===== src/rtl/lutnet_pkg.sv =====
`default_nettype none
// ============================================================================
//  Module      : lutnet_pkg
//  Description : Shared types and width helpers for the programmable
//                LogicNets neuron layer.
//                - lutnet_state_e : layer control states (RUN/DRAIN/SWAP)
//                - idx_width()    : neuron-index width, at least 1 bit
//                - bus_width()    : packed width of a per-neuron bus
//  Revision    : 1.0 - initial release
// ============================================================================
package lutnet_pkg;

  typedef enum logic [1:0] {
    ST_RUN   = 2'd0,
    ST_DRAIN = 2'd1,
    ST_SWAP  = 2'd2
  } lutnet_state_e;

  function automatic int idx_width(input int n);
    return (n > 1) ? $clog2(n) : 1;
  endfunction

  function automatic int bus_width(input int n, input int bits);
    return n * bits;
  endfunction

endpackage : lutnet_pkg
`default_nettype wire


===== src/rtl/lutnet_lut_bank.sv =====
`default_nettype none
// ============================================================================
//  Module      : lutnet_lut_bank
//  Description : Double-buffered truth table for a single neuron. The bank
//                selected by active_sel_i serves lookups; the other bank is
//                the shadow that receives configuration writes.
//  Ports       : clk, rst_n        - clock, synchronous active-low reset
//                active_sel_i      - 0: bank0 active, 1: bank1 active
//                we_i              - shadow write strobe (already qualified)
//                cfg_addr_i        - shadow write / readback address
//                cfg_wdata_i       - shadow write data
//                lookup_addr_i     - active-bank lookup address
//                lookup_data_o     - active-bank entry (combinational)
//                shadow_rdata_o    - shadow-bank entry at cfg_addr_i
//                                    (only with LUTNET_CFG_READBACK_EN)
//  Config      : LUTNET_CFG_READBACK_EN adds the shadow read port.
//  Revision    : 1.0 - initial release
// ============================================================================
module lutnet_lut_bank
  import lutnet_pkg::*;
#(
  parameter int IN_BITS  = 6,
  parameter int OUT_BITS = 1
) (
  input  logic                clk,
  input  logic                rst_n,
  input  logic                active_sel_i,
  input  logic                we_i,
  input  logic [IN_BITS-1:0]  cfg_addr_i,
  input  logic [OUT_BITS-1:0] cfg_wdata_i,
  input  logic [IN_BITS-1:0]  lookup_addr_i,
`ifdef LUTNET_CFG_READBACK_EN
  output logic [OUT_BITS-1:0] lookup_data_o,
  output logic [OUT_BITS-1:0] shadow_rdata_o
`else
  output logic [OUT_BITS-1:0] lookup_data_o
`endif
);

  localparam int DEPTH = 2 ** IN_BITS;

  logic [OUT_BITS-1:0] bank0_q [DEPTH];
  logic [OUT_BITS-1:0] bank1_q [DEPTH];

  // Writes always land in the bank that is not currently serving lookups.
  always_ff @(posedge clk) begin
    if (!rst_n) begin
      for (int i = 0; i < DEPTH; i++) begin
        bank0_q[i] <= '0;
        bank1_q[i] <= '0;
      end
    end else if (we_i) begin
      if (active_sel_i) begin
        bank0_q[cfg_addr_i] <= cfg_wdata_i;
      end else begin
        bank1_q[cfg_addr_i] <= cfg_wdata_i;
      end
    end
  end

  assign lookup_data_o = active_sel_i ? bank1_q[lookup_addr_i] : bank0_q[lookup_addr_i];

`ifdef LUTNET_CFG_READBACK_EN
  assign shadow_rdata_o = active_sel_i ? bank0_q[cfg_addr_i] : bank1_q[cfg_addr_i];
`endif

endmodule : lutnet_lut_bank
`default_nettype wire


===== src/rtl/lutnet_prog_neuron_layer.sv =====
`default_nettype none
// ============================================================================
//  Module      : lutnet_prog_neuron_layer
//  Description : Run-time programmable LogicNets neuron layer. N_NEURONS
//                double-buffered truth tables behind a valid/ready stream
//                with one cycle of lookup latency. New tables are written
//                into the shadow banks and swapped in atomically after the
//                output register has drained.
//  Ports       : clk, rst_n                 - clock, sync active-low reset
//                in_valid/in_ready/in_data  - input sample stream
//                out_valid/out_ready/out_data - result stream
//                cfg_we/cfg_neuron/cfg_addr/cfg_wdata - shadow table write
//                cfg_commit                 - request bank swap
//                cfg_ready                  - config accepted this cycle
//                cfg_done                   - pulse in the swap cycle
//                cfg_rdata                  - registered shadow readback
//                                             (LUTNET_CFG_READBACK_EN only)
//  Config      : LUTNET_CFG_READBACK_EN adds cfg_rdata and the read mux.
//  Revision    : 1.0 - initial release
// ============================================================================
module lutnet_prog_neuron_layer
  import lutnet_pkg::*;
#(
  parameter int IN_BITS   = 6,
  parameter int OUT_BITS  = 1,
  parameter int N_NEURONS = 4
) (
  input  logic                                     clk,
  input  logic                                     rst_n,
  input  logic                                     in_valid,
  output logic                                     in_ready,
  input  logic [bus_width(N_NEURONS, IN_BITS)-1:0] in_data,
  output logic                                     out_valid,
  input  logic                                     out_ready,
  output logic [bus_width(N_NEURONS, OUT_BITS)-1:0] out_data,
  input  logic                                     cfg_we,
  input  logic [idx_width(N_NEURONS)-1:0]          cfg_neuron,
  input  logic [IN_BITS-1:0]                       cfg_addr,
  input  logic [OUT_BITS-1:0]                      cfg_wdata,
  input  logic                                     cfg_commit,
  output logic                                     cfg_ready,
`ifdef LUTNET_CFG_READBACK_EN
  output logic                                     cfg_done,
  output logic [OUT_BITS-1:0]                      cfg_rdata
`else
  output logic                                     cfg_done
`endif
);

  localparam int NIDX_W = idx_width(N_NEURONS);
  localparam int OBUS_W = bus_width(N_NEURONS, OUT_BITS);

  lutnet_state_e     state_q, state_d;
  logic              active_sel_q, active_sel_d;
  logic              out_valid_q, out_valid_d;
  logic [OBUS_W-1:0] out_data_q, out_data_d;
  logic [OBUS_W-1:0] lookup_data;
  logic              accept;

`ifdef LUTNET_CFG_READBACK_EN
  logic [OBUS_W-1:0]   shadow_rd;
  logic [OUT_BITS-1:0] rd_sel;
  logic [OUT_BITS-1:0] cfg_rdata_q;
`endif

  // --------------------------------------------------------------------------
  // Per-neuron tables. The write enable decodes the neuron index against each
  // instance, so an out-of-range index simply matches nothing.
  // --------------------------------------------------------------------------
  generate
    for (genvar k = 0; k < N_NEURONS; k++) begin : g_neuron
      logic bank_we;
      assign bank_we = cfg_we && cfg_ready && (cfg_neuron == NIDX_W'(k));

      lutnet_lut_bank #(
        .IN_BITS  (IN_BITS),
        .OUT_BITS (OUT_BITS)
      ) u_bank (
        .clk           (clk),
        .rst_n         (rst_n),
        .active_sel_i  (active_sel_q),
        .we_i          (bank_we),
        .cfg_addr_i    (cfg_addr),
        .cfg_wdata_i   (cfg_wdata),
        .lookup_addr_i (in_data[k*IN_BITS +: IN_BITS]),
`ifdef LUTNET_CFG_READBACK_EN
        .lookup_data_o (lookup_data[k*OUT_BITS +: OUT_BITS]),
        .shadow_rdata_o(shadow_rd[k*OUT_BITS +: OUT_BITS])
`else
        .lookup_data_o (lookup_data[k*OUT_BITS +: OUT_BITS])
`endif
      );
    end
  endgenerate

  // --------------------------------------------------------------------------
  // Control FSM and handshakes
  // --------------------------------------------------------------------------
  always_comb begin
    state_d      = state_q;
    active_sel_d = active_sel_q;
    cfg_ready    = (state_q == ST_RUN);
    in_ready     = (state_q == ST_RUN) && (!out_valid_q || out_ready);
    cfg_done     = 1'b0;

    case (state_q)
      ST_RUN: begin
        if (cfg_commit) begin
          state_d = ST_DRAIN;
        end
      end
      ST_DRAIN: begin
        // in_ready is low here, so the output register can only empty.
        if (!out_valid_q || out_ready) begin
          state_d = ST_SWAP;
        end
      end
      ST_SWAP: begin
        active_sel_d = ~active_sel_q;
        cfg_done     = 1'b1;
        state_d      = ST_RUN;
      end
      default: begin
        state_d = ST_RUN;
      end
    endcase
  end

  // --------------------------------------------------------------------------
  // Output register
  // --------------------------------------------------------------------------
  assign accept = in_valid && in_ready;

  always_comb begin
    out_valid_d = out_valid_q;
    out_data_d  = out_data_q;
    if (accept) begin
      out_valid_d = 1'b1;
      out_data_d  = lookup_data;
    end else if (out_ready) begin
      out_valid_d = 1'b0;
    end
  end

  always_ff @(posedge clk) begin
    if (!rst_n) begin
      state_q      <= ST_RUN;
      active_sel_q <= 1'b0;
      out_valid_q  <= 1'b0;
      out_data_q   <= '0;
    end else begin
      state_q      <= state_d;
      active_sel_q <= active_sel_d;
      out_valid_q  <= out_valid_d;
      out_data_q   <= out_data_d;
    end
  end

  assign out_valid = out_valid_q;
  assign out_data  = out_data_q;

`ifdef LUTNET_CFG_READBACK_EN
  // Select by equality so an out-of-range neuron reads back zero.
  always_comb begin
    rd_sel = '0;
    for (int k = 0; k < N_NEURONS; k++) begin
      if (cfg_neuron == NIDX_W'(k)) begin
        rd_sel = shadow_rd[k*OUT_BITS +: OUT_BITS];
      end
    end
  end

  always_ff @(posedge clk) begin
    if (!rst_n) begin
      cfg_rdata_q <= '0;
    end else begin
      cfg_rdata_q <= rd_sel;
    end
  end

  assign cfg_rdata = cfg_rdata_q;
`endif

endmodule : lutnet_prog_neuron_layer
`default_nettype wire


===== config.mk =====
export PLATFORM = sky130hd
export DESIGN_NAME = lutnet_prog_neuron_layer
export DESIGN_NICKNAME = d
export VERILOG_FILES = /design/src/rtl/lutnet_pkg.sv /design/src/rtl/lutnet_lut_bank.sv /design/src/rtl/lutnet_prog_neuron_layer.sv
export SDC_FILE = /design/constraint.sdc
export NUM_CORES = 1
export LEC_CHECK = 0
export ABC_AREA = 1
export CAP_MARGIN = 20
export CORE_MARGIN = 10
export CORE_UTILIZATION = 35
export CTS_CLUSTER_SIZE = 24
export DETAILED_ROUTE_END_ITERATION = 16
export SYNTH_ARGS = -nofsm -noshare
export SYNTH_HDL_FRONTEND = slang
export SYNTH_HIERARCHICAL = 1
export SYNTH_SLANG_ARGS = --single-unit
export TNS_END_PERCENT = 100

===== constraint.sdc =====
create_clock -name clk -period 1.95 [get_ports clk]
set_input_delay 0.39 -clock clk [delete_from_list [all_inputs] [get_ports clk]]
set_output_delay 0.39 -clock clk [all_outputs]
set_load 0.02 [all_outputs]

* Word-level counts from Yosys, hierarchy flattened
Memories as Yosys holds them, arrays and structs flattened.
Cells that the tools add are included.
** Storage, ports and cells
- Bits in registers :: 8
- RAM bits :: 512
- Input port bits :: 39
- Output and inout bits :: 8
- Word-level logic and storage cells :: 102
- Memories kept :: 8
** Operators by class
- Equal/unequal tests :: 7
- Multiplexer cells :: 61
- Bitwise logic cells :: 1
- Reduce and logical (&&, ||, !) cells :: 21
** Memory list
- g_neuron[0].u_bank.bank0_q :: depth 64, width 1, read ports 1, clocked after memory_dff 0, wr ports 64, line lutnet_lut_bank.sv:42 : logic [OUT_BITS-1:0] bank0_q [DEPTH];
- g_neuron[0].u_bank.bank1_q :: depth 64, width 1, read ports 1, clocked after memory_dff 0, wr ports 64, line lutnet_lut_bank.sv:43 : logic [OUT_BITS-1:0] bank1_q [DEPTH];
- g_neuron[1].u_bank.bank0_q :: depth 64, width 1, read ports 1, clocked after memory_dff 0, wr ports 64, line lutnet_lut_bank.sv:42
- g_neuron[1].u_bank.bank1_q :: depth 64, width 1, read ports 1, clocked after memory_dff 0, wr ports 64, line lutnet_lut_bank.sv:43
- g_neuron[2].u_bank.bank0_q :: depth 64, width 1, read ports 1, clocked after memory_dff 0, wr ports 64, line lutnet_lut_bank.sv:42
- g_neuron[2].u_bank.bank1_q :: depth 64, width 1, read ports 1, clocked after memory_dff 0, wr ports 64, line lutnet_lut_bank.sv:43
- +2 memories
** Operator list (number)
- $mux 1 :: 50
- $mux 6 :: 8
- $reduce_or 1->1 :: 8
- $logic_and 1x1->1 :: 7
- $eq 2x2->1 const B :: 3
- $eq 2x1->1 const B :: 2
- $logic_not 2->1 :: 2
- $mux 2 :: 2
- $ne 2x2->1 const B :: 2
- $pmux 2 s2 :: 1
- $reduce_and 2->1 :: 1
- $reduce_bool 2->1 :: 1
- $logic_not 1->1 :: 1
- $logic_or 1x1->1 :: 1
- $not 1->1 :: 1

* Logic depth before layout (Yosys ltp)
Gate-level depths: netlist of run 1.
- Depth in word-level cells :: 8
- Mapped depth :: 16
- Gate-level depth less buffers :: 15

* By module
The synthesis of run 1 kept the hierarchy.
** Modules (own cells, without submodules)
- lutnet_lut_bank :: instances 4, cells each 925, area an instance 6301.0 sq um, seq. area each 2562.5 sq um
- lutnet_prog_neuron_layer :: instances 1, cells each 59, area an instance 401.6 sq um, seq. area each 160.2 sq um

* Least setup slack after synthesis of run 1
Ideal clock, no wire load.
- Kind :: flip-flop to flip-flop
- Start :: register state_q[1]
- End :: memory g_neuron[0].u_bank.bank1_q[14]
- Setup time :: 0.128 ns
- Arrival time :: 1.823 ns
- Data required time :: 1.822 ns
- Path slack :: 0.000 ns
- Stages on the path, launching flop included :: 10
- Buffers on the path :: 1
- Period minus slack after synthesis :: 1.950 ns
- Cells stage by stage :: dfxtp_1 > nor2_4 > nand2_1 > nor3_1 > inv_1 > nor3_4 > clkbuf_1 > nand3_1 > nand3_1 > o21ai_1
** RTL lines
- start, declared :: line lutnet_prog_neuron_layer.sv:53 : lutnet_state_e state_q, state_d;
- start signal, assigned :: line lutnet_prog_neuron_layer.sv:152 : state_q <= state_d;
- end, declared :: line lutnet_lut_bank.sv:43

* Worst setup path after layout of run 1
- Start :: register out_valid_q (netlist: out_valid)
- End :: output in_ready
** Between the ends
- Word-level cells in the longest chain between the ends :: 3
** Ends and longest elaborated chain
- start, declared :: line lutnet_prog_neuron_layer.sv:55 : logic out_valid_q, out_valid_d;
- start signal, assigned :: line lutnet_prog_neuron_layer.sv:154 : out_valid_q <= out_valid_d;
- $logic_not 1->1 :: line lutnet_prog_neuron_layer.sv:103 : in_ready = (state_q == ST_RUN) && (!out_valid_q || out_ready);
- $logic_or 1x1->1 :: line lutnet_prog_neuron_layer.sv:103
- $logic_and 1x1->1 :: line lutnet_prog_neuron_layer.sv:103
- end, declared :: line lutnet_prog_neuron_layer.sv:31 : output logic in_ready,
Every way passes these cells.

==> results of run 1 <==
==> worst reg2reg max path: stages, from the launching register on <==
cell,delay [ps]
dfxtp_4,380
nor2_4,150
nand2_4,90
nor3_1,140
inv_1,130
nor3_4,260
buf_6,150
clkbuf_16,210
nand3_1,120
nand3_1,80
o21ai_1,70
==> worst paths after layout <==
check                                         start                                endpoint  slack, ps
max reg2reg                 state_q[0]$_SDFFE_PN0P_   g_neuron[2].u_bank/bank0_q[9]$_DFF_P_         50
min                                           rst_n  g_neuron[2].u_bank/bank0_q[15]$_DFF_P_        130
max                          out_valid$_SDFFE_PN0P_                                in_ready          2
min reg2reg  g_neuron[3].u_bank/bank0_q[21]$_DFF_P_  g_neuron[3].u_bank/bank0_q[21]$_DFF_P_        470
==> Yosys cell counts, drive strengths merged <==
| cell | n | share of area (%) |
|---|---|---|
| o21ai | 513 | 10 |
| clkbuf | 80 | 1.2 |
| a21oi | 1 | 0.020 |
| nand2 | 798 | 12 |
| xnor2 | 1 | 0.034 |
| dfxtp | 520 | 41 |
| nand3 | 1299 | 25 |
| nor2 | 104 | 1.6 |
| nor3 | 77 | 2.2 |
| buf | 224 | 5.0 |
| nand4 | 4 | 0.098 |
| inv | 138 | 2.0 |
==> routing by layer <==
metal,GRT usage [%],up-vias,part of all wire [%]
met3,2.54,129,6.8
met4,4.69,4,2.1
met2,29.0,903,44
met5,0,-,0.027
met1,26.9,12400,47
li1,-,13200,-
==> metrics by stage <==
| step | setup TNS [ps] | utilization [%] |
|---|---|---|
| after floorplan | 0 | - |
| after detailed placement | -178140 | 40.1 |
| final | 0 | 43.2 |
| after CTS | -52.1 | 42.7 |
| after global placement | -175420 | 40.1 |
| after global routing | -105 | 43.2 |
==> repair_timing <==
action                                  4_1_cts  5_1_grt
hold endpoints to repair                      0        0
pin swaps                                     0        9
hold buffers                                  0        0
gates resized for setup                      18       22
endpoints found under the setup margin        8      282
buffers inserted                              0       10
gates cloned                                  0        9
==> where the power goes <==
part / leakage [nW] / internal (mW) / switching, mW
clock network: 0.942 / 6.39 / 4.62
logic: 5.79 / 0.913 / 1.72
registers: 4.19 / 10.6 / 0.0257
==> logic make-up after synthesis <==
family	count (synthesis)
AOI/OAI and AO/OA	514
buffers and inverters	442
DFF	520
and+or+nand+nor	2282
xor gates and xnor gates	1
==> state kept, by name (all words and copies together), names as in the netlist <==
register,count
state_q,2
out_data,4
active_sel_q,1
g_neuron.u_bank/bank0_q,256
g_neuron.u_bank/bank1_q,256
out_valid,1
==> area by class of cell <==
class	count	area, sq um	share of cell area [%]
clock buffer	94	1800	5.73
clock inverter	13	90.1	0.287
timing repair buffer	384	4180	13.3
inverter	138	528	1.68
sequential	520	10400	33.2
tap	959	1200	3.82
multi-input combinational	2797	13200	42.0
==> results.py, run 1 <==
metrics = {
    "outcome": {
        "outcome": "complete, no violations",
    },
    "clock_tree": {
        "clk-insertion-delay-late_ps": 640,
        "h-tree-depth": 2,
        "cts_tree": "yes",
        "cts_made_buffers": 59,
        "cts-root-buf": "clkbuf_16",
        "cts.reportedPaths.clkPinSlew_ps": 60,
        "numClockSinks": 520,
        "ctsLongestPathBuffers": 3,
    },
    "finish": {
        "syn_to_final_growth_pct": 22.7,
        "fillers": 7327,
        "fin_cells": 4905,
        "drive_above_1_share_pct": 13.8,
        "final_area_sq_um": 31400,
        "diodes": 0,
        "final_cell_mix": "1297 x nand3_1, 796 x nand2_1, 517 x dfxtp_1",
        "final_common_cell": "nand3_1",
        "final_nets": 3939,
    },
    "die": {
        "core_area_sq_um": 72700,
        "io_pins": 47,
        "rows": 99,
        "die_h_um": 290,
        "dieArea_sq_um": 84400,
        "start_util_pct": 35.2,
        "die_w_um": 290,
    },
    "sta": {
        "hold_slack_ps": 133,
        "setup_viol": 0,
        "min_period_ps": 1950,
        "final_hold_viol_count": 0,
        "max-slew-margin-rel_pct": 47.9,
        "min_period_over_period_pct": 99.9,
        "worst_pin_slew_ps": 782,
        "finalWorstSetupSlack_ps": 2.12,
        "max_freq_mhz": 513,
        "rsz0062_at_grt": "yes",
        "skew_ps": 23.3,
        "maxSlewViolCount": 0,
    },
    "place": {
        "dpl_cell_area_sq_um": 29100,
        "post-place-ws_ps": -404,
        "dp_hpwl_um": 52600,
        "port_buffers": 46,
        "dp.cells": 4779,
        "gp_congestion": 0.827,
    },
    "worst_setup_path": {
        "cp_max_fo": 2,
        "worstRegToRegCells": 10,
        "crit_buf_inv": 3,
        "start_kind": "register",
        "cp.arrival_ps": 1560,
        "cp.required_ps": 1560,
        "cp.depth": 5,
        "crit_path_end_kind": "output port",
        "max_stage_delay_ps": 370,
        "crit_family": "flip-flops",
        "cpMostUsedCell": "buf_6",
        "path_class": "register to output port",
        "crit_chain": "nand2_8 > inv_6 > nor3_4 > buf_6 > buf_6",
        "crit_path_top_delay_cell": "dfxtp_4",
    },
    "yosys": {
        "synthSimpleGateAreaFrac_pct": 41.0,
        "synthCells": 3759,
        "netlist_area_sq_um": 25600,
        "ys_seq_elements": 520,
        "synth-adder-area-share_pct": 0,
        "synth-xor-area-share_pct": 0.0342,
        "synth_top_family_by_area": "simple AND/OR/NAND/NOR gates",
        "synth_cell_types": 22,
        "synth_nets": 3798,
        "synth_mux_area_share_pct": 0,
        "yosys_warnings": 6,
        "yosysSeqAreaShare_pct": 40.7,
        "synth_compound_area_share_pct": 10.0,
        "syn_area_per_cell_sq_um": 6.81,
    },
    "route": {
        "vias": 26600,
        "drt-pass1-iter-count": 6,
        "detail-route-antenna-nets": 0,
        "drcViolationCount": 0,
        "drt_iter0_drc": 2782,
        "post_drt_wl_per_cell_um": 17.4,
        "totalWireLength_um": 85400,
        "vias_per_cell": 5.43,
    },
    "flow_run": {
        "drv_cap": 0,
    },
    "power": {
        "total_power_mw": 24.3,
        "p_leak_nw": 10.9,
        "peakVddDrop_uv": 710,
        "p_per_area_nw_per_um2": 774,
    },
    "grt": {
        "antenna_found_initial": 3,
        "grt_pass1_wl_um": 134000,
        "grt_max_degree": 140,
        "track_usage_pct": 18.7,
        "grt_pass1_vias": 23900,
        "overflow": 0,
    },
    "hold_path": {
        "hp-class": "input pin to register",
        "whs_path_depth": 3,
    },
}
(Power assumes the default switching activity.)
==> run 2: changes to the inputs <==
Clock period 1.95 ns to 1.7 ns, I/O delays scaled along.
==> results.py, run 2 (same netlist as run 1, synthesis figures left out) <==
metrics = {
    "outcome": {
        "outcome": "complete, but fails checks",
        "violations": "setup timing",
    },
    "worst_setup_path": {
        "worstRegToRegCells": 12,
        "path_class": "register to register",
        "cp_max_fo": 9,
        "crit_path_end_kind": "register",
        "cp.required_ps": 2200,
        "regToRegEndpoint": "g_neuron[2].u_bank/bank0_q[7]$_DFF_P_",
        "startpoint": "state_q[0]$_SDFFE_PN0P_",
        "crit_end": "g_neuron[2].u_bank/bank0_q[7]$_DFF_P_",
        "rrSetupSlack_ps": -280,
        "start_kind": "register",
        "cp.arrival_ps": 2480,
        "reg2reg_from": "state_q[0]$_SDFFE_PN0P_",
    },
    "clock_tree": {
        "h-tree-depth": 2,
        "cts.reportedPaths.clkPinSlew_ps": 60,
        "cts_tree": "yes",
        "cts_made_buffers": 59,
        "numClockSinks": 520,
        "ctsHoldBuffers": 0,
        "ctsLongestPathBuffers": 3,
        "cts-root-buf": "clkbuf_16",
        "clk-insertion-delay-late_ps": 630,
    },
    "grt": {
        "overflow": 0,
        "grt_pass1_wl_um": 140000,
        "grt_max_degree": 138,
        "track_usage_pct": 19.7,
        "antenna_found_initial": 0,
        "grt_pass1_vias": 25400,
    },
    "sta": {
        "hold_slack_ps": 273,
        "skew_ps": 15.4,
        "max-slew-margin-rel_pct": 43.9,
        "rsz0062_at_grt": "yes",
        "final_hold_viol_count": 0,
        "fin_setup_tns_ps": -73460,
        "min_period_over_period_pct": 117,
        "max_freq_mhz": 504,
        "maxSlewViolCount": 0,
        "finalWorstSetupSlack_ps": -285,
        "min_period_ps": 1980,
        "worst_pin_slew_ps": 842,
        "setup_viol": 510,
    },
    "route": {
        "vias": 27400,
        "drt-pass1-iter-count": 6,
        "drcViolationCount": 0,
        "detail-route-antenna-nets": 0,
        "totalWireLength_um": 90500,
        "drt_iter0_drc": 2599,
        "vias_per_cell": 5.52,
        "post_drt_wl_per_cell_um": 18.2,
    },
    "die": {
        "core_area_sq_um": 72700,
        "die_h_um": 290,
        "rows": 99,
        "start_util_pct": 35.2,
        "dieArea_sq_um": 84400,
        "die_w_um": 290,
        "io_pins": 47,
    },
    "power": {
        "peakVddDrop_uv": 690,
        "total_power_mw": 28.5,
        "p_per_area_nw_per_um2": 810,
        "p_leak_nw": 12.2,
    },
    "finish": {
        "diodes": 0,
        "final_nets": 4000,
        "syn_to_final_growth_pct": 37.6,
        "final_cell_mix": "992 x nand3_1, 727 x nand2_1, 515 x dfxtp_1",
        "drive_above_1_share_pct": 25.4,
        "final_common_cell": "nand3_1",
    },
    "flow_run": {
        "drv_cap": 0,
    },
    "place": {
        "gp_congestion": 0.852,
        "port_buffers": 46,
        "dp_hpwl_um": 53400,
    },
    "hold_path": {
        "hp-class": "input pin to register",
    },
}
run 2: routing by layer:
layer / vias to the layer above / part of all wire [%] / track usage, % / wire length, um
li1: 13400 / - / - / -
met1: 12800 / 44 / 26.8 / 39700
met2: 1069 / 46 / 31.5 / 41400
met3: 185 / 7.3 / 2.75 / 6610
met4: 0 / 3.1 / 6.26 / 2790
met5: - / 0 / 0 / 0
run 2: through the flow:
| step | util, % | instance area (sq um) | instances | setup WS, ps |
|---|---|---|---|---|
| global route | 48.5 | 35200 | 4965 | -343 |
| floorplan | - | 25900 | 3759 | -112 |
| detailed placement | 40.8 | 29700 | 4794 | -781 |
| global placement | 40.8 | 29700 | 4794 | -787 |
| finish | 48.5 | 35200 | 4965 | -285 |
| CTS | 45.8 | 33300 | 4938 | -249 |
run 2: worst max-delay path, cell delays in order, from the launching register on:
cell and delay (ps):
dfxtp_4 360, nor2_4 150, nand2_4 90, nor3_4 170
inv_2 80, buf_6 120, nor3_4 140, buf_12 170
buf_4 130, buf_12 110, nand3_1 110, nand3_1 120
o21ai_1 100
run 2: area by class of cell:
type / count / area [sq um]
multi-input cells: 2797 / 15800
well taps: 959 / 1200
fillers: 6907 / 37500
repair buffers: 445 / 5380
clock inverters: 11 / 133
flip-flops and latches: 520 / 10400
inverters: 138 / 523
clock buffers: 95 / 1800
run 2: what timing repair did:
action	CTS	global route
resized for setup	315	342
buffers inserted	22	17
pin swaps	16	14
cloned	16	17
endpoints found under the setup margin	147	519
run 2: worst min path at each step:
stage | from | cells after the start | to
after detailed placement | g_neuron[2].u_bank/bank1_q[18]$_DFF_P_ | 2 | g_neuron[2].u_bank/bank1_q[18]$_DFF_P_
after floorplan | g_neuron[3].u_bank/bank1_q[18]$_DFF_P_ | 2 | g_neuron[3].u_bank/bank1_q[18]$_DFF_P_
final | rst_n | 4 | g_neuron[3].u_bank/bank1_q[61]$_DFF_P_
after global routing | rst_n | 4 | g_neuron[3].u_bank/bank1_q[34]$_DFF_P_
after CTS | rst_n | 4 | out_data[3]$_SDFFE_PN0P_
after global placement | g_neuron[1].u_bank/bank1_q[18]$_DFF_P_ | 2 | g_neuron[1].u_bank/bank1_q[18]$_DFF_P_
run 2: power breakdown:
part	switching (mW)	internal, mW	total, mW
Clock	5.30	7.63	12.9
Combinational	2.20	1.18	3.38
Sequential	0.0239	12.2	12.2
==> run 3: changes to the inputs <==
Settings changed: ABC_AREA 1 to not set, PLACE_DENSITY set to 0.6.
==> results.py, run 3 <==
metrics = {
    "yosys": {
        "synth-async-reset-ratio_pct": 0,
        "yosysSeqAreaShare_pct": 41.6,
        "synthCells": 2813,
        "synth_top_area_cell": "dfxtp_1",
        "synth_nets": 2852,
        "synth_top_flop_cell": "dfxtp_1",
        "syn_area_per_cell_sq_um": 8.90,
        "yosys-top-cells-count": "757 x nand2_1, 520 x dfxtp_1, 313 x nand3_1",
        "yosys.area.top_type_share_pct": 41.6,
        "ys_seq_elements": 520,
        "ys_top_cells_by_area": "dfxtp_1 42%, nand2_1 11%, mux2i_1 9.6%",
        "synth_edf_count": 0,
        "netlist_area_sq_um": 25000,
        "synth_cell_types": 41,
        "yosys_warnings": 6,
        "yosysMostFrequentCell": "nand2_1",
    },
    "finish": {
        "final_area_sq_um": 35500,
        "fillers": 6283,
        "multiInputGateArea_sq_um": 17800,
        "drive_above_1_share_pct": 45.2,
        "final_cell_mix": "509 x dfxtp_1, 374 x nand2_1, 279 x nand2_4",
        "final_nets": 3035,
        "regArea_sq_um": 10400,
        "syn_to_final_growth_pct": 41.9,
        "final_common_cell": "dfxtp_1",
    },
    "worst_setup_path": {
        "regToRegEndpoint": "g_neuron[2].u_bank/bank0_q[3]$_DFF_P_",
        "rrSetupSlack_ps": -310,
        "path_class": "register to register",
        "cp.required_ps": 2210,
        "crit_path_top_delay_cell": "dfxtp_4",
        "worstRegToRegCells": 10,
        "crit_buf_inv": 3,
        "start_kind": "register",
        "cp.arrival_ps": 2520,
        "max_stage_delay_ps": 350,
        "cp_max_fo": 6,
        "crit_family": "simple AND/OR/NAND/NOR gates",
        "crit_chain": "nor2_4 > nand3_4 > nor2_4 > buf_6 > nand3_4 > buf_12 > nor3_4 > buf_12 > a21oi_1 > a31o_2",
        "reg2reg_from": "state_q[0]$_SDFFE_PN0P_",
        "crit_path_end_kind": "register",
    },
    "place": {
        "gp_congestion": 0.789,
        "post-place-ws_ps": -1000,
        "port_buffers": 46,
        "dp_hpwl_um": 46500,
        "dpl_cell_area_sq_um": 28500,
    },
    "clock_tree": {
        "cts.reportedPaths.clkPinSlew_ps": 60,
        "h-tree-depth": 2,
        "cts-root-buf": "clkbuf_16",
        "numClockSinks": 520,
        "cts_made_buffers": 55,
        "cts_tree": "yes",
        "clk-insertion-delay-late_ps": 620,
        "ctsLongestPathBuffers": 3,
    },
    "die": {
        "core_area_sq_um": 71200,
        "rows": 98,
        "dieArea_sq_um": 82600,
        "die_h_um": 287,
        "start_util_pct": 35.1,
        "io_pins": 47,
        "die_w_um": 287,
    },
    "power": {
        "intPower_mw": 20.2,
        "peakVddDrop_uv": 721,
        "p_leak_nw": 16.8,
        "p_per_area_nw_per_um2": 757,
        "pwr-share-comb_pct": 9.0,
        "switching_share_pct": 25.0,
        "total_power_mw": 26.9,
        "pwr-share-seq_pct": 45.4,
        "p_sw_mw": 6.73,
        "pwr-share-clk_pct": 45.5,
    },
    "sta": {
        "min_period_over_period_pct": 118,
        "skew_ps": 14.7,
        "max-slew-margin-rel_pct": 53.6,
        "rsz0062_at_grt": "yes",
        "max_freq_mhz": 498,
        "hold_slack_ps": 121,
        "maxSlewViolCount": 0,
        "min_period_ps": 2010,
        "setup_viol": 498,
        "worst_pin_slew_ps": 696,
        "final_hold_viol_count": 0,
        "fin_setup_tns_ps": -68950,
        "finalWorstSetupSlack_ps": -308,
    },
    "flow_run": {
        "drv_cap": 0,
    },
    "route": {
        "wl_met3_um": 4520,
        "drt-pass1-iter-count": 5,
        "vias_per_cell": 5.43,
        "post_drt_wl_per_cell_um": 19.7,
        "wl_met1_um": 35400,
        "met2_length_um": 37100,
        "drt_iter0_drc": 1589,
        "drcViolationCount": 0,
        "vias": 21700,
        "totalWireLength_um": 78500,
        "detail-route-antenna-nets": 0,
        "topRoutingLayerUsed": "met5",
    },
    "hold_path": {
        "whs_path_depth": 3,
        "hold_end": "g_neuron[0].u_bank/bank0_q[48]$_DFF_P_",
        "hp-class": "input pin to register",
        "hp-start": "rst_n",
    },
    "grt": {
        "grt_pass1_wl_um": 119000,
        "antenna_found_initial": 8,
        "grt_max_degree": 119,
        "overflow": 0,
        "grt_pass1_vias": 20800,
        "track_usage_pct": 17.8,
    },
    "outcome": {
        "violations": "setup timing",
        "outcome": "complete, but fails checks",
    },
}
==> run 3: cell count changes after synthesis, moves of 41 or more <==
cell / before / now
nand2_1: 798 / 757
clkbuf_1: 80 / 173
inv_1: 86 / 5
nor2_1: 102 / 30
mux2i_1: 0 / 241
inv_2: 52 / 0
nand3_1: 1298 / 313
mux4_2: 0 / 100
nor2b_1: 0 / 65
buf_2: 116 / 52
o21ai_0: 121 / 260
o21ai_1: 392 / 0
==> run 3: kinds of logic (layout without fill, tap and decap cells) <==
kind of cell	after synthesis	in the layout	synth area share, %
AO/OA/AOI/OAI	353	353	7.81
XOR/XNOR	1	1	0.0350
buffers and inverters	267	495	4.47
flip-flops	520	520	41.6
multiplexers	373	373	22.0
other	0	1	0
AND/OR/NAND/NOR	1299	1299	24.1
==> run 3: per-stage QoR <==
step	std cells	util, %
4_1_cts	3972	45.8
6_report	3992	49.9
3_3_place_gp	3830	40.0
3_5_place_dp	3830	40.0
5_1_grt	3992	49.9
2_1_floorplan	2813	-
==> run 3: metal layers <==
metal,vias up,track usage (%)
li1,10300,-
met4,6,4.08
met5,-,0
met2,537,28.4
met3,108,3.12
met1,10700,24.7
==> run 3: how the worst max path moves through the flow <==
stage | startpoint | end | slack, ps | cells past startpoint
after CTS | g_neuron[1].u_bank/bank0_q[23]$_DFF_P_ | out_data[1]$_SDFFE_PN0P_ | -260 | 7
after global routing | state_q[0]$_SDFFE_PN0P_ | g_neuron[2].u_bank/bank0_q[3]$_DFF_P_ | -340 | 10
after detailed placement | in_data[1] | out_data[0]$_SDFFE_PN0P_ | -1000 | 9
after global placement | in_data[1] | out_data[0]$_SDFFE_PN0P_ | -1030 | 9
final | state_q[0]$_SDFFE_PN0P_ | g_neuron[2].u_bank/bank0_q[3]$_DFF_P_ | -310 | 10
after floorplan | in_data[1] | out_data[0]$_SDFFE_PN0P_ | -290 | 8
==> run 3: tightest hold or removal path: cells and delay by family <==
family / cells / cell delay, ps
muxes: 1 / 60
and+or+nand+nor: 1 / 90
buffers and inverters: 1 / 160
==> run 3: what timing repair did <==
item	4_1_cts	5_1_grt
hold buffers	0	0
setup buffers	16	17
cloned	25	5
pin swaps	106	82
resized for setup	622	740
setup endpoints to repair	380	513
==> run 3: final cells by class <==
type / count / area share [%]
Clock buffer: 90 / 4.88
Multi-Input combinational cell: 2026 / 50.0
Sequential cell: 520 / 29.4
Antenna cell: 1 / 0.00705
Inverter: 5 / 0.0528
Clock inverter: 12 / 0.254
Timing Repair Buffer: 388 / 12.1
Tap cell: 950 / 3.35
==> run 3: power by group through the flow <==
stage,sequential (mW),clock (mW),combinational [mW]
floorplan,12.5,0,1.11
global placement,12.5,0,2.06
detailed placement,12.5,0,2.06
CTS,12.2,12.5,2.21
global route,12.2,12.9,2.55
finish,12.2,12.2,2.43
